## src/rtl/core_bus_arbiter_if.sv

```systemverilog
// rtl/core_bus_arbiter_if.sv - core fetch/data ports and memory-side bus bundle
interface core_bus_arbiter_if;
  logic [18:0] instr_m_addr;
  logic [15:0] instr_m_data_in;
  logic        instr_m_access;
  logic        instr_m_ack;

  logic [18:0] data_m_addr;
  logic [15:0] data_m_data_in;
  logic [15:0] data_m_data_out;
  logic        data_m_access;
  logic        data_m_ack;
  logic        data_m_wr_en;
  logic [1:0]  data_m_bytesel;
  logic        d_io;

  logic [18:0] q_m_addr;
  logic [15:0] q_m_data_in;
  logic [15:0] q_m_data_out;
  logic        q_m_access;
  logic        q_m_ack;
  logic        q_m_wr_en;
  logic [1:0]  q_m_bytesel;
  logic        q_io;

  modport slave (
    input  instr_m_addr, instr_m_access,
    input  data_m_addr, data_m_data_out, data_m_access, data_m_wr_en, data_m_bytesel, d_io,
    input  q_m_data_in, q_m_ack,
    output instr_m_data_in, instr_m_ack,
    output data_m_data_in, data_m_ack,
    output q_m_addr, q_m_data_out, q_m_access, q_m_wr_en, q_m_bytesel, q_io
  );

  modport master (
    output instr_m_addr, instr_m_access,
    output data_m_addr, data_m_data_out, data_m_access, data_m_wr_en, data_m_bytesel, d_io,
    output q_m_data_in, q_m_ack,
    input  instr_m_data_in, instr_m_ack,
    input  data_m_data_in, data_m_ack,
    input  q_m_addr, q_m_data_out, q_m_access, q_m_wr_en, q_m_bytesel, q_io
  );
endinterface

```

## src/rtl/core_bus_arbiter.sv

```systemverilog
// rtl/core_bus_arbiter.sv - data-priority fetch/data arbiter onto one memory bus
// Data wins contention until STARVE_LIMIT consecutive data grants have passed a waiting fetch.
module core_bus_arbiter #(
  parameter int STARVE_LIMIT = 4
) (
  input logic              clk,
  input logic              reset,
  core_bus_arbiter_if.slave bus
);

  localparam int CW = $clog2(STARVE_LIMIT + 1);
  localparam logic [CW-1:0] LIMIT = CW'(STARVE_LIMIT);

  typedef enum logic [1:0] {
    IDLE    = 2'd0,
    SERVE_I = 2'd1,
    SERVE_D = 2'd2,
    RETIRE  = 2'd3
  } state_t;

  state_t          state_q, state_d;
  logic [CW-1:0]   starve_cnt_q, starve_cnt_d;

  assign bus.instr_m_data_in = bus.q_m_data_in;
  assign bus.data_m_data_in  = bus.q_m_data_in;

  always_ff @(posedge clk) begin
    if (reset) begin
      state_q      <= IDLE;
      starve_cnt_q <= '0;
    end else begin
      state_q      <= state_d;
      starve_cnt_q <= starve_cnt_d;
    end
  end

  always_comb begin
    state_d          = state_q;
    starve_cnt_d     = starve_cnt_q;
    bus.q_m_access   = 1'b0;
    bus.q_m_addr     = '0;
    bus.q_m_data_out = '0;
    bus.q_m_wr_en    = 1'b0;
    bus.q_m_bytesel  = 2'b00;
    bus.q_io         = 1'b0;
    bus.instr_m_ack  = 1'b0;
    bus.data_m_ack   = 1'b0;

    case (state_q)
      IDLE: begin
        if (bus.data_m_access && bus.instr_m_access) begin
          if (starve_cnt_q == LIMIT) begin
            state_d      = SERVE_I;
            starve_cnt_d = '0;
          end else begin
            state_d      = SERVE_D;
            starve_cnt_d = starve_cnt_q + CW'(1);
          end
        end else if (bus.data_m_access) begin
          state_d      = SERVE_D;
          starve_cnt_d = '0;
        end else if (bus.instr_m_access) begin
          state_d      = SERVE_I;
          starve_cnt_d = '0;
        end
      end

      SERVE_D: begin
        bus.q_m_access   = bus.data_m_access;
        bus.q_m_addr     = bus.data_m_addr;
        bus.q_m_data_out = bus.data_m_data_out;
        bus.q_m_wr_en    = bus.data_m_wr_en;
        bus.q_m_bytesel  = bus.data_m_bytesel;
        bus.q_io         = bus.d_io;
        bus.data_m_ack   = bus.q_m_ack && bus.data_m_access;
        // A withdrawn request aborts the cycle; any late memory ack lands in IDLE and is dropped.
        if (!bus.data_m_access) state_d = IDLE;
        else if (bus.q_m_ack)   state_d = RETIRE;
      end

      SERVE_I: begin
        bus.q_m_access  = bus.instr_m_access;
        bus.q_m_addr    = bus.instr_m_addr;
        bus.q_m_bytesel = 2'b11;
        bus.instr_m_ack = bus.q_m_ack && bus.instr_m_access;
        if (!bus.instr_m_access) state_d = IDLE;
        else if (bus.q_m_ack)    state_d = RETIRE;
      end

      // One dead cycle so a master still holding access after its ack is not re-granted.
      RETIRE: state_d = IDLE;

      default: state_d = IDLE;
    endcase
  end

endmodule

```

## src/flat_wrapper.sv

```systemverilog
// flat-port wrapper written by rule: the top's interface ports become plain ports
module core_bus_arbiter_flat 
#(
  parameter int STARVE_LIMIT = 4
)
  (clk, reset, bus_instr_m_addr, bus_instr_m_access, bus_data_m_addr, bus_data_m_data_out, bus_data_m_access, bus_data_m_wr_en, bus_data_m_bytesel, bus_d_io, bus_q_m_data_in, bus_q_m_ack, bus_instr_m_data_in, bus_instr_m_ack, bus_data_m_data_in, bus_data_m_ack, bus_q_m_addr, bus_q_m_data_out, bus_q_m_access, bus_q_m_wr_en, bus_q_m_bytesel, bus_q_io);
  core_bus_arbiter_if bus_i ();
  input logic clk;
  input logic reset;
  input wire logic [$bits(bus_i.instr_m_addr)-1:0] bus_instr_m_addr;
  input wire logic [$bits(bus_i.instr_m_access)-1:0] bus_instr_m_access;
  input wire logic [$bits(bus_i.data_m_addr)-1:0] bus_data_m_addr;
  input wire logic [$bits(bus_i.data_m_data_out)-1:0] bus_data_m_data_out;
  input wire logic [$bits(bus_i.data_m_access)-1:0] bus_data_m_access;
  input wire logic [$bits(bus_i.data_m_wr_en)-1:0] bus_data_m_wr_en;
  input wire logic [$bits(bus_i.data_m_bytesel)-1:0] bus_data_m_bytesel;
  input wire logic [$bits(bus_i.d_io)-1:0] bus_d_io;
  input wire logic [$bits(bus_i.q_m_data_in)-1:0] bus_q_m_data_in;
  input wire logic [$bits(bus_i.q_m_ack)-1:0] bus_q_m_ack;
  output wire logic [$bits(bus_i.instr_m_data_in)-1:0] bus_instr_m_data_in;
  output wire logic [$bits(bus_i.instr_m_ack)-1:0] bus_instr_m_ack;
  output wire logic [$bits(bus_i.data_m_data_in)-1:0] bus_data_m_data_in;
  output wire logic [$bits(bus_i.data_m_ack)-1:0] bus_data_m_ack;
  output wire logic [$bits(bus_i.q_m_addr)-1:0] bus_q_m_addr;
  output wire logic [$bits(bus_i.q_m_data_out)-1:0] bus_q_m_data_out;
  output wire logic [$bits(bus_i.q_m_access)-1:0] bus_q_m_access;
  output wire logic [$bits(bus_i.q_m_wr_en)-1:0] bus_q_m_wr_en;
  output wire logic [$bits(bus_i.q_m_bytesel)-1:0] bus_q_m_bytesel;
  output wire logic [$bits(bus_i.q_io)-1:0] bus_q_io;
  assign bus_i.instr_m_addr = bus_instr_m_addr;
  assign bus_i.instr_m_access = bus_instr_m_access;
  assign bus_i.data_m_addr = bus_data_m_addr;
  assign bus_i.data_m_data_out = bus_data_m_data_out;
  assign bus_i.data_m_access = bus_data_m_access;
  assign bus_i.data_m_wr_en = bus_data_m_wr_en;
  assign bus_i.data_m_bytesel = bus_data_m_bytesel;
  assign bus_i.d_io = bus_d_io;
  assign bus_i.q_m_data_in = bus_q_m_data_in;
  assign bus_i.q_m_ack = bus_q_m_ack;
  assign bus_instr_m_data_in = bus_i.instr_m_data_in;
  assign bus_instr_m_ack = bus_i.instr_m_ack;
  assign bus_data_m_data_in = bus_i.data_m_data_in;
  assign bus_data_m_ack = bus_i.data_m_ack;
  assign bus_q_m_addr = bus_i.q_m_addr;
  assign bus_q_m_data_out = bus_i.q_m_data_out;
  assign bus_q_m_access = bus_i.q_m_access;
  assign bus_q_m_wr_en = bus_i.q_m_wr_en;
  assign bus_q_m_bytesel = bus_i.q_m_bytesel;
  assign bus_q_io = bus_i.q_io;
  core_bus_arbiter #(.STARVE_LIMIT(STARVE_LIMIT)) u_core (.clk(clk), .reset(reset), .bus(bus_i));
endmodule
```

## config.mk

```make
export PLATFORM = sky130hd
export DESIGN_NAME = core_bus_arbiter_flat
export DESIGN_NICKNAME = d
export VERILOG_FILES = /design/src/rtl/core_bus_arbiter_if.sv /design/src/rtl/core_bus_arbiter.sv /design/src/flat_wrapper.sv
export SDC_FILE = /design/constraint.sdc
export NUM_CORES = 1
export LEC_CHECK = 0
export BUFFER_PORTS_ARGS = -buffer_cell sky130_fd_sc_hd__buf_2
export CAP_MARGIN = 20
export CELL_PAD_IN_SITES_DETAIL_PLACEMENT = 1
export CELL_PAD_IN_SITES_GLOBAL_PLACEMENT = 1
export CORE_MARGIN = 3
export CORE_UTILIZATION = 19
export CTS_CLUSTER_DIAMETER = 80
export CTS_CLUSTER_SIZE = 10
export DETAILED_ROUTE_END_ITERATION = 6
export GPL_ROUTABILITY_DRIVEN = 0
export PLACE_DENSITY_LB_ADDON = 0.3
export REMOVE_ABC_BUFFERS = 1
export SYNTH_ARGS = -nofsm -noshare
export SYNTH_HDL_FRONTEND = slang
export SYNTH_SLANG_ARGS = --single-unit
export TNS_END_PERCENT = 1
```

## constraint.sdc

```tcl
create_clock -name clk -period 3.8 [get_ports clk]
set_input_delay 0.57 -clock clk [delete_from_list [all_inputs] [get_ports clk]]
set_output_delay 0.57 -clock clk [all_outputs]
set_load 0.02 [all_outputs]
```

==> results of run 1 <==
==> final cells by class <==
| cell class | instances | share of cell area |
|---|---|---|
| Clock buffer | 4 | 0.0310 |
| Inverter | 5 | 0.0129 |
| Multi-Input combinational cell | 97 | 0.464 |
| Sequential cell | 5 | 0.0688 |
| Tap cell | 70 | 0.0602 |
| Timing Repair Buffer | 105 | 0.363 |
==> critical path: cells and delay by family (launching register included) <==
family          cells  cell delay [ns]
buf+inv             3             0.60
fa+ha+maj           1             0.82
flops               1             0.33
compound gates      1             0.08
simple gates        1             0.16
==> routing by layer <==
layer / wire, microns / GRT usage / up-vias / part of all wire
met5: 0 / 0 / - / 0
met1: 1830 / 0.143 / 577 / 0.40
li1: - / - / 607 / -
met2: 1960 / 0.192 / 96 / 0.43
met3: 749 / 0.0746 / 2 / 0.16
met4: 22 / 0.0220 / 0 / 0.0048
==> registers in the layout, summed over array words and instances, names as in the netlist <==
signal / cells
u_core.state_q: 2
u_core.starve_cnt_q: 3
==> stage by stage <==
stage | power, uW | instances | hold WS, ns
floorplan | 234 | 107 | 0.443
global placement | 344 | 282 | 0.467
detailed placement | 345 | 282 | 0.469
CTS | 450 | 286 | 0.474
global route | 481 | 286 | 0.503
finish | 439 | 286 | 0.468
==> power groups by stage <==
stage	Sequential (uW)	Combinational [uW]	Clock (uW)
after global placement	61.9	282	0
after floorplan	61.3	173	0
after global routing	62.0	307	113
final	61.2	278	99.5
after detailed placement	62.3	283	0
after CTS	61.4	283	105
==> Yosys cell counts, types with 2 or more instances <==
| master | n | area (sq um) |
|---|---|---|
| sky130_fd_sc_hd__a21oi_1 | 7 | 35.0 |
| sky130_fd_sc_hd__a22oi_1 | 20 | 150 |
| sky130_fd_sc_hd__and2_1 | 19 | 119 |
| sky130_fd_sc_hd__and3_1 | 2 | 12.5 |
| sky130_fd_sc_hd__buf_2 | 3 | 15.0 |
| sky130_fd_sc_hd__buf_4 | 33 | 248 |
| sky130_fd_sc_hd__clkbuf_1 | 4 | 15.0 |
| sky130_fd_sc_hd__dfxtp_1 | 5 | 100 |
| sky130_fd_sc_hd__ha_1 | 7 | 87.6 |
| sky130_fd_sc_hd__inv_1 | 5 | 18.8 |
| sky130_fd_sc_hd__nand2_1 | 5 | 18.8 |
| sky130_fd_sc_hd__nand4_1 | 2 | 12.5 |
| sky130_fd_sc_hd__nor2b_1 | 22 | 138 |
| sky130_fd_sc_hd__o21ai_0 | 2 | 10.0 |
==> how the worst max path moves through the flow <==
stage	start	end	slack, ns	cells past startpoint
final	u_core.state_q[0]	bus_q_m_addr[5]	1.01	6
after floorplan	u_core.state_q[0]	bus_q_m_access	1.60	4
after detailed placement	u_core.state_q[0]	bus_q_m_addr[5]	1.24	6
after CTS	u_core.state_q[0]	bus_q_m_addr[5]	1.0	6
after global placement	u_core.state_q[0]	bus_q_m_addr[17]	1.30	6
after global routing	u_core.state_q[0]	bus_q_m_addr[17]	0.82	6
==> cell families (layout without fill, tap and decap cells) <==
| logic type | count (synthesis) | in the layout | share of synthesized area |
|---|---|---|---|
| flip-flops | 5 | 5 | 0.0924 |
| adder cells (fa/ha/maj) | 7 | 7 | 0.0808 |
| AO/OA/AOI/OAI | 34 | 34 | 0.225 |
| buffers and inverters | 46 | 114 | 0.284 |
| AND/OR/NAND/NOR | 56 | 56 | 0.318 |
==> flow_metrics.py, run 1 <==
metrics = {
    "run_status": {
        "outcome": "completed",
    },
    "routing": {
        "route.vias.total": 1282,
        "routed_wirelength_microns": 4560,
        "detail_route.wl_per_cell_microns": 16.0,
        "drc": 0,
        "via_per_inst": 4.48,
        "postRouteAntennaNets": 0,
        "drtPass1Iterations": 4,
        "detailed_route_iter0_violations": 43,
    },
    "global_routing": {
        "number_of_global_route_vias_before_repair": 1236,
        "grt_antenna_before_repair": 0,
        "globalRouteOverflowTotal": 0,
        "first_pass_grt_wire_length_microns": 6330,
        "grtUsageTotal": 0.122,
        "largest_net_degree_at_the_start_of_global_routing": 33,
    },
    "setup_path": {
        "setup.reg_to_reg.worst_slack_ns": 2.11,
        "r2r_path_start": "u_core.state_q[1]",
        "worstPathCellList": "inv_1, ha_1, buf_4, a22oi_1, nor2b_1, buf_2",
        "max_fo_critical_path": 32,
        "critPathMaxStageDelay_ns": 0.82,
        "critPathKind": "reg -> out",
        "worst_ep_required_time_ns": 3.23,
        "critPathCaptureType": "output pin",
        "critPathArrivalTime_ns": 2.22,
        "critPathSlowestCell": "sky130_fd_sc_hd__ha_1",
        "reg2reg_to": "u_core.state_q[1]",
        "worstRegToRegCells": 5,
        "crit_path_start_kind": "register",
    },
    "floorplan": {
        "core-area_sq_um": 5300,
        "io-pin-count": 153,
        "initial_utilization": 0.204,
        "fp.dieW_microns": 81.5,
        "die_h_microns": 81.5,
        "design.die.area_sq_um": 6640,
        "placement_rows": 26,
    },
    "cts": {
        "tritoncts": "yes",
        "path_clk_slew_ns": 0.04,
        "holdBufCountCts": 0,
        "post_cts_resize_count": 0,
        "cts_num_sinks": 5,
        "max-clock-path-buffers": 2,
        "tritoncts.num_buffers": 3,
        "h-tree-depth": 1,
        "post_cts_buffers": 0,
        "clock_root_buffer": "sky130_fd_sc_hd__clkbuf_8",
        "clk_latency_ns": 0.22,
    },
    "place": {
        "place.port_buffers": 104,
        "detailedPlacementHpwl_microns": 3770,
        "postPlaceCellArea_sq_um": 1410,
        "preCtsSetupSlack_ns": 1.24,
    },
    "timing": {
        "final_critical_path_setup_slack_ns": 1.01,
        "layout_min_cycle_time_ns": 2.79,
        "slew_violations": 0,
        "timing.final.setup_violations": 0,
        "clock_skew_ns": 0.00318,
        "clock.fmax_mhz": 359,
        "relSlewSlack": 0.344,
        "timing.final.crit_share": 0.734,
        "hold_viol": 0,
        "finalSetupTns_ns": 0,
        "tightest_slew_ns": 0.984,
        "unrepaired_setup_endpoints_after_global_routing": "false",
    },
    "pwr": {
        "netSwitchingFraction": 0.440,
        "power.static_leakage_uw": 0.000775,
        "clockPowerShare": 0.227,
        "cellPowerDensity_nw_per_um2": 302,
        "switchingPower_uw": 193,
        "peakVddDrop_v": 0.000169,
        "seq_power_share": 0.139,
        "power_report.internal_total_uw": 246,
        "power.combinational.fraction": 0.634,
    },
    "run": {
        "drv.max_cap_violation_count": 0,
    },
    "synthesis": {
        "synth.cell_area_sq_um": 1080,
        "ys_async_sr_fraction": 0,
        "synth-edff-count": 0,
        "gate_count_of_the_mapped_netlist": 148,
        "postSynth.topFlopCell": "sky130_fd_sc_hd__dfxtp_1",
        "yosysSeqAreaShare": 0.0924,
        "synthDistinctLibCells": 26,
        "synth.avg_cell_area_sq_um": 7.32,
        "synth.ff_latch_count": 5,
        "synth-warning-count": 0,
    },
    "finish": {
        "regArea_sq_um": 100,
        "multiInputGateArea_sq_um": 676,
        "flow.area_growth_from_synthesis_pct": 34.3,
        "final_common_cell": "sky130_fd_sc_hd__buf_2",
        "finish.instance_area_sq_um": 1460,
        "layout-drive-gt1-share": 0.509,
        "nNetsFinal": 303,
        "fillCellCount": 712,
        "num_antenna_cells": 0,
        "layout.core_utilization": 0.274,
        "layout.cells.most_common_list": "sky130_fd_sc_hd__buf_2, sky130_fd_sc_hd__nor2b_1, sky130_fd_sc_hd__a22oi_1, sky130_fd_sc_hd__and2_1",
    },
    "hold_path": {
        "min_from": "u_core.starve_cnt_q[0]",
        "min_path_type": "reg -> reg",
        "hold-path-endpoint": "u_core.starve_cnt_q[0]",
        "whs_path_depth": 2,
    },
}
Note: power is estimated with default switching activity, not from simulation.
==> run 2, diff against run 1 <==
Settings changed: ABC_AREA set to 1, CORE_UTILIZATION 19 to 15.
Clock period 3.8 ns to 2.5 ns, I/O delays scaled along.
==> run 2 against run 1 <==
Against the previous run:
- count of clock-buffer cells in the layout unchanged
- worst hold slack worse by 0.12 ns
- register-to-register slack got worse by 1.0 ns
- synthesized area is 1.8% higher
- synthesized cell count grew 40%
- global-route usage shrank 1.5 points
- power increased by 16%
- clock power increased by 47%
- die area grew 27%
- largest power group unchanged
==> flow_metrics.py, run 2 <==
metrics = {
    "floorplan": {
        "design.die.area_sq_um": 8420,
        "io-pin-count": 153,
        "fp.dieW_microns": 91.8,
        "core-area_sq_um": 6940,
        "initial_utilization": 0.159,
        "die_h_microns": 91.8,
        "placement_rows": 30,
    },
    "global_routing": {
        "first_pass_grt_wire_length_microns": 7260,
        "globalRouteOverflowTotal": 0,
        "number_of_global_route_vias_before_repair": 1467,
        "largest_net_degree_at_the_start_of_global_routing": 41,
        "grt_antenna_before_repair": 0,
        "grtUsageTotal": 0.107,
    },
    "run_status": {
        "outcome": "completed",
    },
    "setup_path": {
        "critPathSlowestCell": "sky130_fd_sc_hd__inv_1",
        "max_fo_critical_path": 22,
        "critical_path_buf_inv_count": 3,
        "critPathKind": "reg -> out",
        "critPathCaptureType": "output pin",
        "critPathArrivalTime_ns": 1.85,
        "cell_mode_on_critical_path": "sky130_fd_sc_hd__inv_1",
        "worstPathCellList": "inv_1, ha_1, inv_1, a21oi_1, buf_2",
        "worst_ep_required_time_ns": 2.12,
        "critPathTopFamily": "buffers and inverters",
        "critPathMaxStageDelay_ns": 0.54,
        "crit_path_start_kind": "register",
    },
    "synthesis": {
        "synth.avg_cell_area_sq_um": 5.33,
        "post-synth-top-area-cell": "sky130_fd_sc_hd__nand2_1",
        "postSynth.topFlopCell": "sky130_fd_sc_hd__dfxtp_1",
        "ys_async_sr_fraction": 0,
        "synthMostInstantiatedCell": "sky130_fd_sc_hd__nand2_1",
        "post_synth_main_area_contributors": "sky130_fd_sc_hd__nand2_1, sky130_fd_sc_hd__buf_4, sky130_fd_sc_hd__a21oi_1, sky130_fd_sc_hd__inv_1, sky130_fd_sc_hd__dfxtp_1",
        "post-synth-top-area-fraction": 0.276,
        "synth-edff-count": 0,
        "synth.ff_latch_count": 5,
        "gate_count_of_the_mapped_netlist": 207,
        "yosysSeqAreaShare": 0.0907,
        "yosys-top-cells-count": "sky130_fd_sc_hd__nand2_1, sky130_fd_sc_hd__buf_4, sky130_fd_sc_hd__inv_1",
        "synthDistinctLibCells": 14,
        "synth-warning-count": 0,
        "synth.cell_area_sq_um": 1100,
    },
    "pwr": {
        "peakVddDrop_v": 0.000244,
        "cellPowerDensity_nw_per_um2": 334,
        "power.static_leakage_uw": 0.000980,
    },
    "cts": {
        "path_clk_slew_ns": 0.04,
        "post_cts_resize_count": 0,
        "cts_num_sinks": 5,
        "h-tree-depth": 1,
        "post_cts_buffers": 0,
        "tritoncts": "yes",
        "max-clock-path-buffers": 2,
        "clock_root_buffer": "sky130_fd_sc_hd__clkbuf_8",
        "holdBufCountCts": 0,
        "tritoncts.num_buffers": 3,
        "clk_latency_ns": 0.22,
    },
    "finish": {
        "layout-drive-gt1-share": 0.412,
        "flow.area_growth_from_synthesis_pct": 38.1,
        "layout.core_utilization": 0.219,
        "layout.cells.most_common_list": "sky130_fd_sc_hd__buf_2, sky130_fd_sc_hd__nand2_1, sky130_fd_sc_hd__inv_1, sky130_fd_sc_hd__a21oi_1, sky130_fd_sc_hd__ha_1",
        "registers.top_by_ff_count": "u_core.starve_cnt_q",
        "top_regs": "u_core.starve_cnt_q: 3 flops, u_core.state_q: 2 flops",
        "largest_register_ff_count": 3,
        "final_common_cell": "sky130_fd_sc_hd__buf_2",
        "fillCellCount": 946,
        "num_antenna_cells": 0,
        "layout.cells.non_filler": 373,
        "nNetsFinal": 364,
    },
    "timing": {
        "timing.final.setup_violations": 0,
        "layout_min_cycle_time_ns": 2.23,
        "tightest_slew_ns": 0.730,
        "clock_skew_ns": 0.00208,
        "unrepaired_setup_endpoints_after_global_routing": "false",
        "hold_viol": 0,
        "timing.final.crit_share": 0.890,
        "slew_violations": 0,
        "clock.fmax_mhz": 449,
        "relSlewSlack": 0.513,
        "worst_hold_slack_ns": 0.347,
        "finalSetupTns_ns": 0,
    },
    "place": {
        "place.port_buffers": 104,
        "dpl.cell_count": 369,
        "detailedPlacementHpwl_microns": 4130,
    },
    "routing": {
        "detailed_route_iter0_violations": 23,
        "routed_wirelength_microns": 4950,
        "postRouteAntennaNets": 0,
        "via_per_inst": 3.87,
        "drc": 0,
        "route.vias.total": 1443,
        "detail_route.wl_per_cell_microns": 13.3,
        "drtPass1Iterations": 3,
    },
    "run": {
        "drv.max_cap_violation_count": 0,
    },
    "hold_path": {
        "min_path_type": "in -> reg",
    },
}
==> run 2: changes by cell type in the layout (fill, tap and decap cells not counted), sizes merged, moves of 2 or more <==
cell,before,now
and3,2,0
nand3,1,5
nand2,5,81
a21oi,7,25
nand4,2,0
a22oi,20,0
nor2,1,9
nor2b,22,0
inv,5,34
and2,19,0
==> run 2: cell type report <==
type,instances,area (sq um),share of cell area
multi-input cells,128,596,0.391
repair buffers,106,536,0.351
inverters,34,128,0.0837
well taps,96,120,0.0788
flip-flops and latches,5,100,0.0657
clock buffers,4,45.0,0.0296
==> run 2: routing by layer <==
metal  global-route usage  vias up  wire, microns
met5               0.0577        -             50
met4               0.0149        2              9
met3               0.0771        4            867
met2                0.164      105           2050
met1                0.119      611           1970
li1                     -      721              -
==> run 2: worst reg2reg max path, cell delays in order, from the launching register on <==
cell and delay [ns]:
sky130_fd_sc_hd__dfxtp_1 0.39, sky130_fd_sc_hd__inv_1 0.10, sky130_fd_sc_hd__ha_1 0.18, sky130_fd_sc_hd__buf_4 0.20, sky130_fd_sc_hd__nand2_1 0.11, sky130_fd_sc_hd__nand2_1 0.09, sky130_fd_sc_hd__nand2_1 0.07, sky130_fd_sc_hd__nand3_1 0.08
sky130_fd_sc_hd__nand2_1 0.06, sky130_fd_sc_hd__inv_1 0.03
==> run 2: report_power, final <==
| part | switching (uW) | leakage (uW) | total [uW] | internal [uW] |
|---|---|---|---|---|
| sequential | 4.59 | 0.0000408 | 89.3 | 84.7 |
| clock | 36.7 | 0.0000228 | 146 | 109 |
| combinational | 176 | 0.000916 | 274 | 98.1 |
| total | 217 | 0.000980 | 509 | 292 |
==> run 2: worst paths after layout <==
path	startpoint	endpoint	slack, ns	cells after the start
setup reg to reg	u_core.state_q[1]	u_core.state_q[1]	1.10	9
setup / recovery	u_core.state_q[0]	bus_q_m_access	0.27	5
hold reg to reg	u_core.starve_cnt_q[1]	u_core.starve_cnt_q[1]	0.49	2
hold / removal	reset	u_core.state_q[0]	0.35	2
==> run 2: logic make-up after synthesis <==
logic type | after synthesis | synth area share
flip-flops | 5 | 0.0907
AO/OA/AOI/OAI | 26 | 0.118
AND/OR/NAND/NOR | 95 | 0.342
buffers and inverters | 74 | 0.370
adder cells (fa/ha/maj) | 7 | 0.0794
==> run 2: per-stage QoR <==
stage                     instance area, sq um  setup slack, ns  total power (uW)
after CTS                                 1520            0.179               523
after global placement                    1480            0.455               370
after floorplan                            823            0.419               247
after detailed placement                  1480            0.415               372
after global routing                      1520           0.0507               555
final                                     1520            0.275               509
==> run 3, diff against run 2 <==
Settings changed: ABC_AREA 1 to 0, CORE_UTILIZATION 15 to 16.
==> run 3 against run 2 <==
Against the previous run:
- final cell count is 21% lower
- highest routed layer is now met4
- clock power increased by 5%
- register-to-register slack worse by 0.30 ns
- power rose by 30%
- sequential share of layout area increased by 0.27 points
- non-clock buffer count decreased by 1
- core utilization grew 0.72 points
- die area is 7.5% lower
- final area shrank 3.9%
- count of clock-buffer cells in the layout did not move
- largest power group unchanged
- sequential power up 4.7%
==> flow_metrics.py, run 3 (synthesized netlist as in run 1, its figures left out) <==
metrics = {
    "run_status": {
        "outcome": "completed",
    },
    "setup_path": {
        "critPathArrivalTime_ns": 1.85,
        "critPathKind": "reg -> out",
        "worstRegToRegCells": 5,
        "setup.reg_to_reg.worst_slack_ns": 0.80,
        "crit_path_start_kind": "register",
        "r2r_path_start": "u_core.state_q[1]",
        "reg2reg_to": "u_core.state_q[1]",
        "max_fo_critical_path": 20,
        "worst_ep_required_time_ns": 2.12,
        "critPathCaptureType": "output pin",
    },
    "routing": {
        "drtPass1Iterations": 4,
        "detail_route.wl_per_cell_microns": 14.6,
        "routed_wirelength_microns": 4280,
        "detailed_route_iter0_violations": 44,
        "postRouteAntennaNets": 0,
        "via_per_inst": 4.35,
        "drc": 0,
        "route.vias.total": 1275,
    },
    "timing": {
        "clock.fmax_mhz": 450,
        "relSlewSlack": 0.500,
        "tightest_slew_ns": 0.751,
        "layout_min_cycle_time_ns": 2.22,
        "clock_skew_ns": 0.000360,
        "final_critical_path_setup_slack_ns": 0.277,
        "finalSetupTns_ns": 0,
        "hold_viol": 0,
        "timing.final.setup_violations": 0,
        "unrepaired_setup_endpoints_after_global_routing": "false",
        "slew_violations": 0,
        "timing.final.crit_share": 0.889,
    },
    "finish": {
        "num_antenna_cells": 0,
        "flow.area_growth_from_synthesis_pct": 35.1,
        "top_regs": "u_core.starve_cnt_q: 3 flops, u_core.state_q: 2 flops",
        "layout.cells.most_common_list": "sky130_fd_sc_hd__buf_2, sky130_fd_sc_hd__nor2b_1, sky130_fd_sc_hd__a22oi_1, sky130_fd_sc_hd__and2_1",
        "finish.instance_area_sq_um": 1460,
        "nNetsFinal": 303,
        "registers.top_by_ff_count": "u_core.starve_cnt_q",
        "layout.core_utilization": 0.227,
        "final_common_cell": "sky130_fd_sc_hd__buf_2",
        "layout-drive-gt1-share": 0.509,
        "largest_register_ff_count": 3,
    },
    "pwr": {
        "report.power.total_uw": 661,
        "cellPowerDensity_nw_per_um2": 452,
        "power.static_leakage_uw": 0.000775,
        "peakVddDrop_v": 0.000411,
    },
    "cts": {
        "clock_root_buffer": "sky130_fd_sc_hd__clkbuf_8",
        "h-tree-depth": 1,
        "path_clk_slew_ns": 0.04,
        "tritoncts.num_buffers": 3,
        "post_cts_resize_count": 0,
        "holdBufCountCts": 0,
        "post_cts_buffers": 0,
        "clk_latency_ns": 0.22,
        "max-clock-path-buffers": 2,
        "cts_num_sinks": 5,
        "tritoncts": "yes",
    },
    "hold_path": {
        "min_path_type": "in -> reg",
        "hold-path-endpoint": "u_core.starve_cnt_q[0]",
        "whs_path_depth": 2,
        "min_from": "reset",
    },
    "global_routing": {
        "first_pass_grt_wire_length_microns": 5860,
        "globalRouteOverflowTotal": 0,
        "number_of_global_route_vias_before_repair": 1171,
        "largest_net_degree_at_the_start_of_global_routing": 37,
        "grt_antenna_before_repair": 0,
        "grtUsageTotal": 0.0954,
    },
    "run": {
        "drv.max_cap_violation_count": 0,
    },
    "place": {
        "place.port_buffers": 104,
        "preCtsSetupSlack_ns": 0.476,
        "detailedPlacementHpwl_microns": 3530,
        "postPlaceCellArea_sq_um": 1420,
    },
    "floorplan": {
        "io-pin-count": 153,
        "core-area_sq_um": 6460,
        "placement_rows": 29,
        "fp.dieW_microns": 88.3,
        "initial_utilization": 0.168,
        "design.die.area_sq_um": 7800,
        "die_h_microns": 88.3,
    },
}
## run 3: cell count changes in the layout (fill, tap and decap cells not counted), sizes merged, moves of 8 or more
cell   change
a21oi     -18
a22oi     +20
and2      +19
inv       -29
nand2     -76
nor2       -8
nor2b     +22
## run 3: final cells by class
class,count,area [sq um]
fill,827,4990
multi-input combinational,97,676
clock buffer,4,45.0
sequential,5,100
inverter,5,18.8
timing repair buffer,105,528
tap,77,96.3
## run 3: worst max-delay path by stage
stage	startpoint	endpoint	cells after the start
floorplan	u_core.state_q[0]	bus_q_m_access	4
global placement	u_core.state_q[1]	bus_q_m_addr[9]	5
detailed placement	u_core.state_q[1]	bus_q_m_addr[12]	5
CTS	u_core.state_q[1]	bus_q_m_addr[12]	5
global route	u_core.state_q[1]	bus_q_m_addr[9]	5
finish	u_core.state_q[1]	bus_q_m_addr[9]	5
## run 3: layer usage
| layer | GRT usage | share of wire |
|---|---|---|
| met1 | 0.105 | 0.37 |
| met2 | 0.161 | 0.45 |
| met3 | 0.0596 | 0.17 |
| met4 | 0.0124 | 0.0033 |
| met5 | 0 | 0 |
## run 3: worst max-delay path, cell delays in order, from the launching register on
cell and delay, ns:
sky130_fd_sc_hd__dfxtp_1 0.33, sky130_fd_sc_hd__inv_1 0.11, sky130_fd_sc_hd__ha_1 0.65, sky130_fd_sc_hd__a22oi_1 0.20, sky130_fd_sc_hd__nor2b_1 0.15, sky130_fd_sc_hd__buf_2 0.17
## run 3: where the power goes
part / internal (uW) / switching (uW)
Sequential: 86.7 / 6.85
Combinational: 176 / 239
Clock: 110 / 43.2
## run 3: per-stage QoR
stage               cells  hold slack, ns
CTS                   293           0.396
finish                293           0.402
floorplan             107           0.443
detailed placement    289           0.467
global placement      289           0.469
global route          293           0.410
